### src/rtl/l1_layer_seq.sv
// Sequential fully-connected layer: one signed MAC time-shared over N inputs
// for each of M neurons, with ReLU/positive saturation and a valid/ready result stream.

module l1_relu_sat #(
  parameter int ACC_W = 19,
  parameter int WIDTH = 8
) (
  input  logic signed [ACC_W-1:0] acc,
  output logic        [WIDTH-1:0] y
);
  localparam logic signed [ACC_W-1:0] YMAX = ACC_W'(2**(WIDTH-1) - 1);

  always_comb begin
    y = '0;
    if (acc <= 0)        y = '0;
    else if (acc > YMAX) y = YMAX[WIDTH-1:0];
    else                 y = acc[WIDTH-1:0];
  end
endmodule

module l1_layer_seq #(
  parameter  int N     = 4,
  parameter  int M     = 4,
  parameter  int WIDTH = 8,
  localparam int ACC_W = 2*WIDTH + $clog2(N) + 1,
  localparam int WA_W  = $clog2(M*N),
  localparam int BA_W  = $clog2(M)
) (
  input  logic               clk,
  input  logic               rst,
  input  logic               start,
  input  logic [N*WIDTH-1:0] x_in,
  output logic               busy,
  output logic [WA_W-1:0]    w_addr,
  input  logic [WIDTH-1:0]   w_data,
  output logic [BA_W-1:0]    b_addr,
  input  logic [WIDTH-1:0]   b_data,
  output logic [WIDTH-1:0]   y,
  output logic [BA_W-1:0]    y_idx,
  output logic               y_valid,
  input  logic               y_ready,
  output logic               done
);
  localparam int KW = $clog2(N);

  typedef enum logic [1:0] {IDLE, LOAD, MAC, OUT} state_t;

  state_t                   state, state_nxt;
  logic [N-1:0][WIDTH-1:0]  x_q;
  logic signed [ACC_W-1:0]  acc, acc_nxt;
  logic signed [2*WIDTH-1:0] prod;
  logic signed [ACC_W-1:0]  prod_ext, bias_ext;
  logic [WIDTH-1:0]         y_nxt;
  logic [KW-1:0]            k;
  logic [BA_W-1:0]          j;
  logic                     last_k, last_j;

  assign last_k = (k == KW'(N-1));
  assign last_j = (j == BA_W'(M-1));
  assign busy   = (state != IDLE);

  always_ff @(posedge clk) begin
    if (rst) state <= IDLE;
    else     state <= state_nxt;
  end

  always_comb begin
    state_nxt = state;
    case (state)
      IDLE:    if (start) state_nxt = LOAD;
      LOAD:    state_nxt = MAC;
      MAC:     if (last_k) state_nxt = OUT;
      OUT:     if (y_ready) state_nxt = last_j ? IDLE : LOAD;
      default: state_nxt = IDLE;
    endcase
  end

  // Bias enters on the first product so the accumulator never needs a separate clear.
  always_comb begin
    prod     = $signed(x_q[k]) * $signed(w_data);
    prod_ext = {{(ACC_W-2*WIDTH){prod[2*WIDTH-1]}}, prod};
    bias_ext = {{(ACC_W-WIDTH){b_data[WIDTH-1]}}, b_data};
    acc_nxt  = ((k == '0) ? bias_ext : acc) + prod_ext;
  end

  l1_relu_sat #(.ACC_W(ACC_W), .WIDTH(WIDTH)) u_sat (
    .acc (acc_nxt),
    .y   (y_nxt)
  );

  always_ff @(posedge clk) begin
    if (rst) begin
      x_q     <= '0;
      acc     <= '0;
      k       <= '0;
      j       <= '0;
      w_addr  <= '0;
      b_addr  <= '0;
      y       <= '0;
      y_idx   <= '0;
      y_valid <= 1'b0;
      done    <= 1'b0;
    end else begin
      done <= 1'b0;
      case (state)
        IDLE: if (start) begin
          x_q    <= x_in;
          j      <= '0;
          w_addr <= '0;
          b_addr <= '0;
        end
        LOAD: k <= '0;
        MAC: begin
          acc <= acc_nxt;
          if (!last_k) begin
            w_addr <= w_addr + 1'b1;
            k      <= k + 1'b1;
          end else begin
            y       <= y_nxt;
            y_idx   <= j;
            y_valid <= 1'b1;
          end
        end
        OUT: if (y_ready) begin
          y_valid <= 1'b0;
          if (!last_j) begin
            j      <= j + 1'b1;
            w_addr <= WA_W'((int'(j) + 1) * N);
            b_addr <= j + 1'b1;
          end else begin
            done <= 1'b1;
          end
        end
        default: ;
      endcase
    end
  end
endmodule

### config.mk
export PLATFORM = sky130hd
export DESIGN_NAME = l1_layer_seq
export DESIGN_NICKNAME = d
export VERILOG_FILES = /design/src/rtl/l1_layer_seq.sv
export SDC_FILE = /design/constraint.sdc
export NUM_CORES = 1
export LEC_CHECK = 0
export CORE_UTILIZATION = 33
export DETAILED_ROUTE_END_ITERATION = 8
export PLACE_DENSITY = 0.54
export REMOVE_ABC_BUFFERS = 1
export SLEW_MARGIN = 20
export SYNTH_ARGS = -nofsm -noshare
export SYNTH_HDL_FRONTEND = slang
export SYNTH_SLANG_ARGS = --single-unit
### constraint.sdc
create_clock -name clk -period 9.2 [get_ports clk]
set_input_delay 1.84 -clock clk [delete_from_list [all_inputs] [get_ports clk]]
set_output_delay 1.84 -clock clk [all_outputs]
set_load 0.02 [all_outputs]
======== Word level (Yosys, flattened, before mapping) ========
Cells that the tools add are included.
word-level totals
  register bits ........................... 73
  bits of input ports ..................... 52
  output and inout port bits .............. 19
  logic and storage cells ................. 74
operators by class
  add/subtract/negate cells ............... 5
  multipliers ............................. 1
  order comparisons ....................... 3
  eq/ne operators ......................... 10
  muxes and demuxes ....................... 25
  bitwise gates (word level) .............. 2
  reduce and logical (&&, ||, !) cells .... 15
operators by type and width
  operator                                                    count
  two-way mux 8 bit                                           3
  adder 19 x 16 -> 19 bit                                     1
  > comparator 19 x 8 -> 1 bit, second input constant         1
  <= comparator 19 x 1 -> 1 bit, second input constant        1
  two-way mux 19 bit                                          1
  binary-select mux 8 bit (select 2 bit)                      1
  multiplier 8 x 8 -> 16 bit                                  1
  two-way mux 4 bit                                           4
  two-way mux 2 bit                                           7
  one-hot mux 4 bit (3 select lines)                          1
  != test 2 bit, second input constant                        5
  == test 2 bit, second input constant                        4
  one-hot mux 2 bit (2 select lines)                          2
  one-hot mux 2 bit (4 select lines)                          1
  nonzero test 2 bit                                          4
  adder 2 x 1 -> 2 bit, second input constant                 3
  AND reduction 2 bit                                         3
  AND reduction 3 bit                                         2
  AND reduction 5 bit                                         1
  adder 4 x 1 -> 4 bit, second input constant                 1
  logical NOT 2 bit                                           2
  two-way mux 1 bit                                           4
  AND reduction 4 bit                                         1
  less-than comparator 2 x 3 -> 1 bit, second input constant  1
  other kinds (5)                                             6

======== Depth between registers and ports, before layout ========
Gate-level depths: netlist of the first run.
  depth in word-level cells ............... 7
  mapped depth ............................ 25

======== Cells and area by module ========
A second synthesis of the first run with hierarchy kept.
unflattened totals
  cell total of the unflattened synthesis .. 736
  area, all modules ....................... 6693.9 sq um
modules (own cells, without submodules)
  module        times used  cells an instance  area each (sq um)  sequential area each (sq um)
  l1_layer_seq  1           717                6565.0             1461.4
  l1_relu_sat   1           19                 128.9              0.0

======== Worst setup path before layout of the first run ========
Ideal clock, no wire load.
  path type ............................... in2reg
  start ................................... in w_data[1]
  end ..................................... reg y[6]
  library setup time ...................... 93 ps
  arrival time ............................ 7096 ps
  data required time ...................... 9107 ps
  path slack .............................. 2011 ps
  stages on the path ...................... 21
  buffers on the path ..................... 3
  cells stage by stage .................... clkbuf_1 and2_1 inv_1 fa_1 inv_1 fa_1 fa_1 inv_1 fa_1 inv_1 ha_1 ha_1 buf_2 o211a_1 o21a_1 o211a_1 or3_1 and2_1 or3_1 buf_2 o311ai_2
on the way
  longest elaborated chain between the ends .. 5
  elaborated cells between the ends (all ways) .. 6
RTL lines
  element                         line  source
  start: declaration              35    input logic [WIDTH-1:0] w_data,
  multiplier 8 x 8 -> 16 bit (*)  80    prod = $signed(x_q[k]) * $signed(w_data);
  adder 19 x 16 -> 19 bit (*)     83    acc_nxt = ((k == '0) ? bias_ext : acc) + prod_ext;
  > comparator 19 x 8 -> 1 bit    16    else if (acc > YMAX) y = YMAX[WIDTH-1:0];
  two-way mux 8 bit               16
  two-way mux 8 bit (*)           15    if (acc <= 0) y = '0;
  end signal: assignment          119   y <= y_nxt;
  end: declaration                38    output logic [WIDTH-1:0] y,
Mark *: on every way between the ends. The rest lies on a longest branch, timed or not.
A chain may end at the register's enable or synchronous reset.

======== Final worst setup path of the first run ========
  start ................................... in w_data[0]
  end ..................................... reg y[6]
The elaborated chain is that of the path after synthesis.

==> results.cfg, run 1 <==
[outcome]
status = finished clean

[clock_tree]
holdBufCountCts = 0
cts_setup_buffers = 0
cts.sinks = 73
cts_resized = 0
htreeDepth = 3
cts_buffers = 9
path_clk_slew_ps = 60
clock-root-buffer = clkbuf_16
cts_tree = done
insertion_delay_ps = 330
clk_path_buf_depth = 2

[final_layout]
fin_area_um2 = 8050
syn_to_final_growth_pct = 18.4
antenna_cells = 0
final_net_count = 997
finish.utilization_pct = 39.8
fill_cells = 2075
ff_latch_area_um2 = 1460
drive_gt1_share_pct = 4.79
multi_input_area_um2 = 4790

[timing]
drv_slew = 0
layout_min_cycle_time_ps = 7830
tns_ps = 0
worst_pin_slew_ps = 889
timing.slew.headroom_pct = 40.0
setup_viol_count_final = 0
rsz0062_at_grt = false
clock_skew_ps = 9.24
fin_crit_sh_pct = 85.1
finalHoldViolCount = 0
fmax_ghz = 0.128

[logic_synthesis]
synth_mux_area_share_pct = 6.37
ys_top_cells_by_area = fa_1 (25%), dfxtp_1 (22%), ha_1 (9.6%)
synth_compound_area_share_pct = 12.3
ys_seq_area_share_pct = 21.5
synthAdderAreaFrac_pct = 34.3
syn-cell-area_um2 = 6800
ys.warnings.count = 0
synth_ff_type = dfxtp_1
synth-seq-cells = 73
synth_top_area_share_pct = 24.7
async_flop_share_pct = 0
synth_cell_types = 56
synth_top_family_by_area = adder cells
yosys.area_share.simple_pct = 15.6
synth_edf_count = 0
synth.avg_cell_area_um2 = 8.98
yosysTopAreaCell = fa_1
synthCells = 757
synthXorXnorAreaFrac_pct = 1.88

[worst_setup_path]
worst_path_dominant_cell_family = adder cells
crit_chain = clkdlybuf4s50_1 -> and2_1 -> inv_1 -> fa_1 -> inv_1 -> fa_1 -> fa_1 -> fa_1 -> fa_1 -> ha_1 -> or2_1 -> o221a_4 -> o21ai_0 -> o311ai_0 -> o41ai_4 -> o311ai_2
endpoint_kind = flop
cpMaxStageDelayCell = o41ai_4
r2r-start = k[0]
max_stage_delay_ps = 620
arrival_ps = 8020
critPathKind = in2reg
path_common_cell = fa_1
cp-start-kind = primary input
critPathRequiredTime_ps = 9390
path_max_fanout = 11
cp_num_cells = 16
startpoint = w_data[0]
r2r_cells = 16
cp_num_buf_inv = 3

[die]
fp-row-count = 52
fp.dieH_um = 146
io_pins = 71
die_area_um2 = 21200
dieWidth_um = 146
core_area_um2 = 20200
start_util_pct = 33.6

[route]
routed_wl_um = 15600
via_per_inst = 4.73
drc = 0
dr.pass1.iters = 4
wl_per_cell_um = 14.4
vias = 5122
drt_iter0_drc = 172
ant_nets = 0

[placed_design]
hpwlAfterDp_um = 12600
numPortBuffers = 70
placed_area_um2 = 7710
gp_congestion = 0.814

[flow_run]
maxCapViolations = 0

[min_path]
holdCritStartpoint = x_q[31]
min_delay_path_depth = 2
min_path_type = reg2reg

[grt]
grt_pass1_wl_um = 27100
grt_pass1_vias = 5270
antenna_found_initial = 0
gr-total-overflow = 0
grt_start_max_net_pins = 69
grt_usage_pct = 16.0
==> worst paths after layout <==
kind | slack [ps] | end
max reg2reg | 2010 | y[6]
min reg2reg | 450 | x_q[31]
min | 450 | x_q[31]
max | 1370 | y[6]
==> logic make-up after synthesis <==
family / count (synthesis)
adder cells (fa/ha/maj): 136
AO/OA/AOI/OAI: 126
flip-flops: 73
XOR/XNOR: 13
buffers and inverters: 142
multiplexers: 33
AND/OR/NAND/NOR: 234
==> cell usage after synthesis (3+ instances only) <==
cell      instances
a211oi_1          5
a21o_1            7
a21oi_1          66
and2_1           32
and3_1            3
buf_1             3
clkbuf_1         24
dfxtp_1          73
fa_1             84
ha_1             52
inv_1           111
mux2i_1          23
mux4_2            8
nand2_1         117
nand2b_1          5
nand3_1           5
nand3b_1          3
nor2_1           43
nor2b_1           6
nor3_1            9
o211ai_1         11
o21ai_0          11
o21bai_1          3
xnor2_1          10
==> state kept, by name, summed over array words and instances, names as in the netlist <==
name,count
k,2
x_q,32
state,2
done,1
y_valid,1
w_addr,4
y,8
j,2
y_idx,2
acc,19
==> routing by layer <==
| layer | routed length [um] | track usage [%] |
|---|---|---|
| met1 | 7930 | 23.4 |
| met2 | 6940 | 24.5 |
| met3 | 583 | 2.45 |
| met4 | 160 | 4.11 |
| met5 | 0 | 0 |
==> layout by cell type, fill, tap and decap left out, types with 3 or more instances in the layout <==
master,instances
mux2i_1,23
nand3_1,5
o21bai_1,3
clkdlybuf4s50_1,69
a21oi_1,66
ha_1,52
inv_1,111
fa_1,84
nand2b_1,5
xnor2_1,10
o211ai_1,11
and2_1,31
and3_1,3
nand3b_1,3
dfxtp_1,73
nor2b_1,6
nor3_1,9
mux4_2,8
o21ai_0,11
a21o_1,7
nand2_1,116
a211oi_1,5
clkbuf_16,9
nor2_1,43
==> cell type report <==
cell class                      count  share of cell area [%]
Sequential cell                    73                    18.2
Inverter                          111                    5.18
Clock buffer                        9                    2.80
Tap cell                          270                    4.20
Multi-Input combinational cell    542                    59.5
Clock inverter                      7                    1.28
Timing Repair Buffer               72                    8.83
==> through the flow <==
step / instances / setup WS, ps / hold WS [ps]
2_1_floorplan: 726 / 2150 / 427
3_3_place_gp: 1068 / 1120 / 439
3_5_place_dp: 1068 / 1020 / 445
4_1_cts: 1084 / 1360 / 453
5_1_grt: 1084 / 1050 / 470
6_report: 1084 / 1370 / 450
==> tightest hold or removal path: stages, from the launching register on <==
cell and delay (ps):
dfxtp_1 300, nand2_1 50, a21oi_1 50
Power of run 1 is not shown: default switching activity piles up to over one toggle a cycle in this logic, so the estimate is an artifact.
==> inputs of run 2 (changes only) <==
- clock period: 9.2 -> 9.9 ns (I/O delays scaled with it)
==> results.cfg, run 2 (synthesized netlist as in run 1, its figures left out) <==
[outcome]
status = finished clean

[worst_setup_path]
cp-start-kind = primary input
path_max_fanout = 11
arrival_ps = 8150
critPathRequiredTime_ps = 10080
endpoint_kind = flop
critPathKind = in2reg

[die]
fp.dieH_um = 146
die_area_um2 = 21200
core_area_um2 = 20200
fp-row-count = 52
io_pins = 71
start_util_pct = 33.6
dieWidth_um = 146

[placed_design]
gp_congestion = 0.811
preCtsSetupSlack_ps = 1600
placed_area_um2 = 7710
numPortBuffers = 70
hpwlAfterDp_um = 12600

[grt]
grt_start_max_net_pins = 69
grt_usage_pct = 15.8
antenna_found_initial = 0
grt_pass1_wl_um = 27000
grt_pass1_vias = 5192
gr-total-overflow = 0

[route]
vias = 5049
routed_wl_um = 15500
drt_iter0_drc = 143
ant_nets = 0
drc = 0
via_per_inst = 4.66
wl_per_cell_um = 14.3
dr.pass1.iters = 4

[clock_tree]
cts_tree = done
clock-root-buffer = clkbuf_16
htreeDepth = 3
cts_resized = 0
cts.sinks = 73
path_clk_slew_ps = 60
cts_setup_buffers = 0
holdBufCountCts = 0
clk_path_buf_depth = 2
cts_buffers = 9
insertion_delay_ps = 330

[final_layout]
drive_gt1_share_pct = 4.79
largest_reg_flops = 32
final_common_cell = nand2_1
fin_area_um2 = 8020
ff_latch_area_um2 = 1460
final_net_count = 997
layout_top_registers = x_q x32, acc x19, y x8
layout_common_cells = nand2_1 (116), inv_1 (111), fa_1 (84)
antenna_cells = 0
top_register = x_q
fill_cells = 2071
multi_input_area_um2 = 4790
finish.utilization_pct = 39.6
syn_to_final_growth_pct = 18.1

[timing]
fmax_ghz = 0.125
setup_viol_count_final = 0
worst_pin_slew_ps = 870
setup_slack_ps = 1930
finalHoldViolCount = 0
tns_ps = 0
fin_crit_sh_pct = 80.5
layout_min_cycle_time_ps = 7970
timing.slew.headroom_pct = 41.3
rsz0062_at_grt = false
clock_skew_ps = 8.06
drv_slew = 0

[flow_run]
maxCapViolations = 0

[min_path]
min_path_type = reg2reg
[run 2: layout make-up]
class | instances | share of cell area [%]
tap | 270 | 4.21
clock buffer | 9 | 2.81
timing repair buffer | 72 | 8.86
inverter | 111 | 5.19
sequential | 73 | 18.2
clock inverter | 7 | 0.998
multi-input combinational | 542 | 59.7
[run 2: path summary, 6_finish.rpt]
path / slack [ps] / to / depth (start not counted) / start
min reg2reg: 450 / x_q[6] / 2 / x_q[6]
max reg2reg: 2750 / y[5] / 16 / k[0]
min: 450 / x_q[6] / 2 / x_q[6]
max: 1930 / y[5] / 16 / w_data[0]
[run 2: stage by stage]
step	instances	hold slack [ps]
after CTS	1084	455
after floorplan	726	427
after global routing	1084	470
after global placement	1068	439
final	1084	452
after detailed placement	1068	446
[run 2: critical path, stage by stage]
cell             delay [ps]
clkdlybuf4s50_1         580
and2_1                  240
inv_1                   480
fa_1                    520
inv_1                    80
fa_1                    430
fa_1                    480
fa_1                    530
fa_1                    500
ha_1                    300
or2_1                   260
o221a_4                 260
o21ai_0                 370
o311ai_0                330
o41ai_4                 620
o211ai_1                170
[run 2: per-layer routing]
layer	routed length [um]	vias up	part of all wire, %	GRT usage [%]
met2	6890	86	44	24.4
li1	-	2554	-	-
met1	7850	2404	51	23.6
met3	672	5	4.3	2.48
met4	76	0	0.49	2.68
met5	0	-	0	0
Power of run 2 is left out for the same reason.
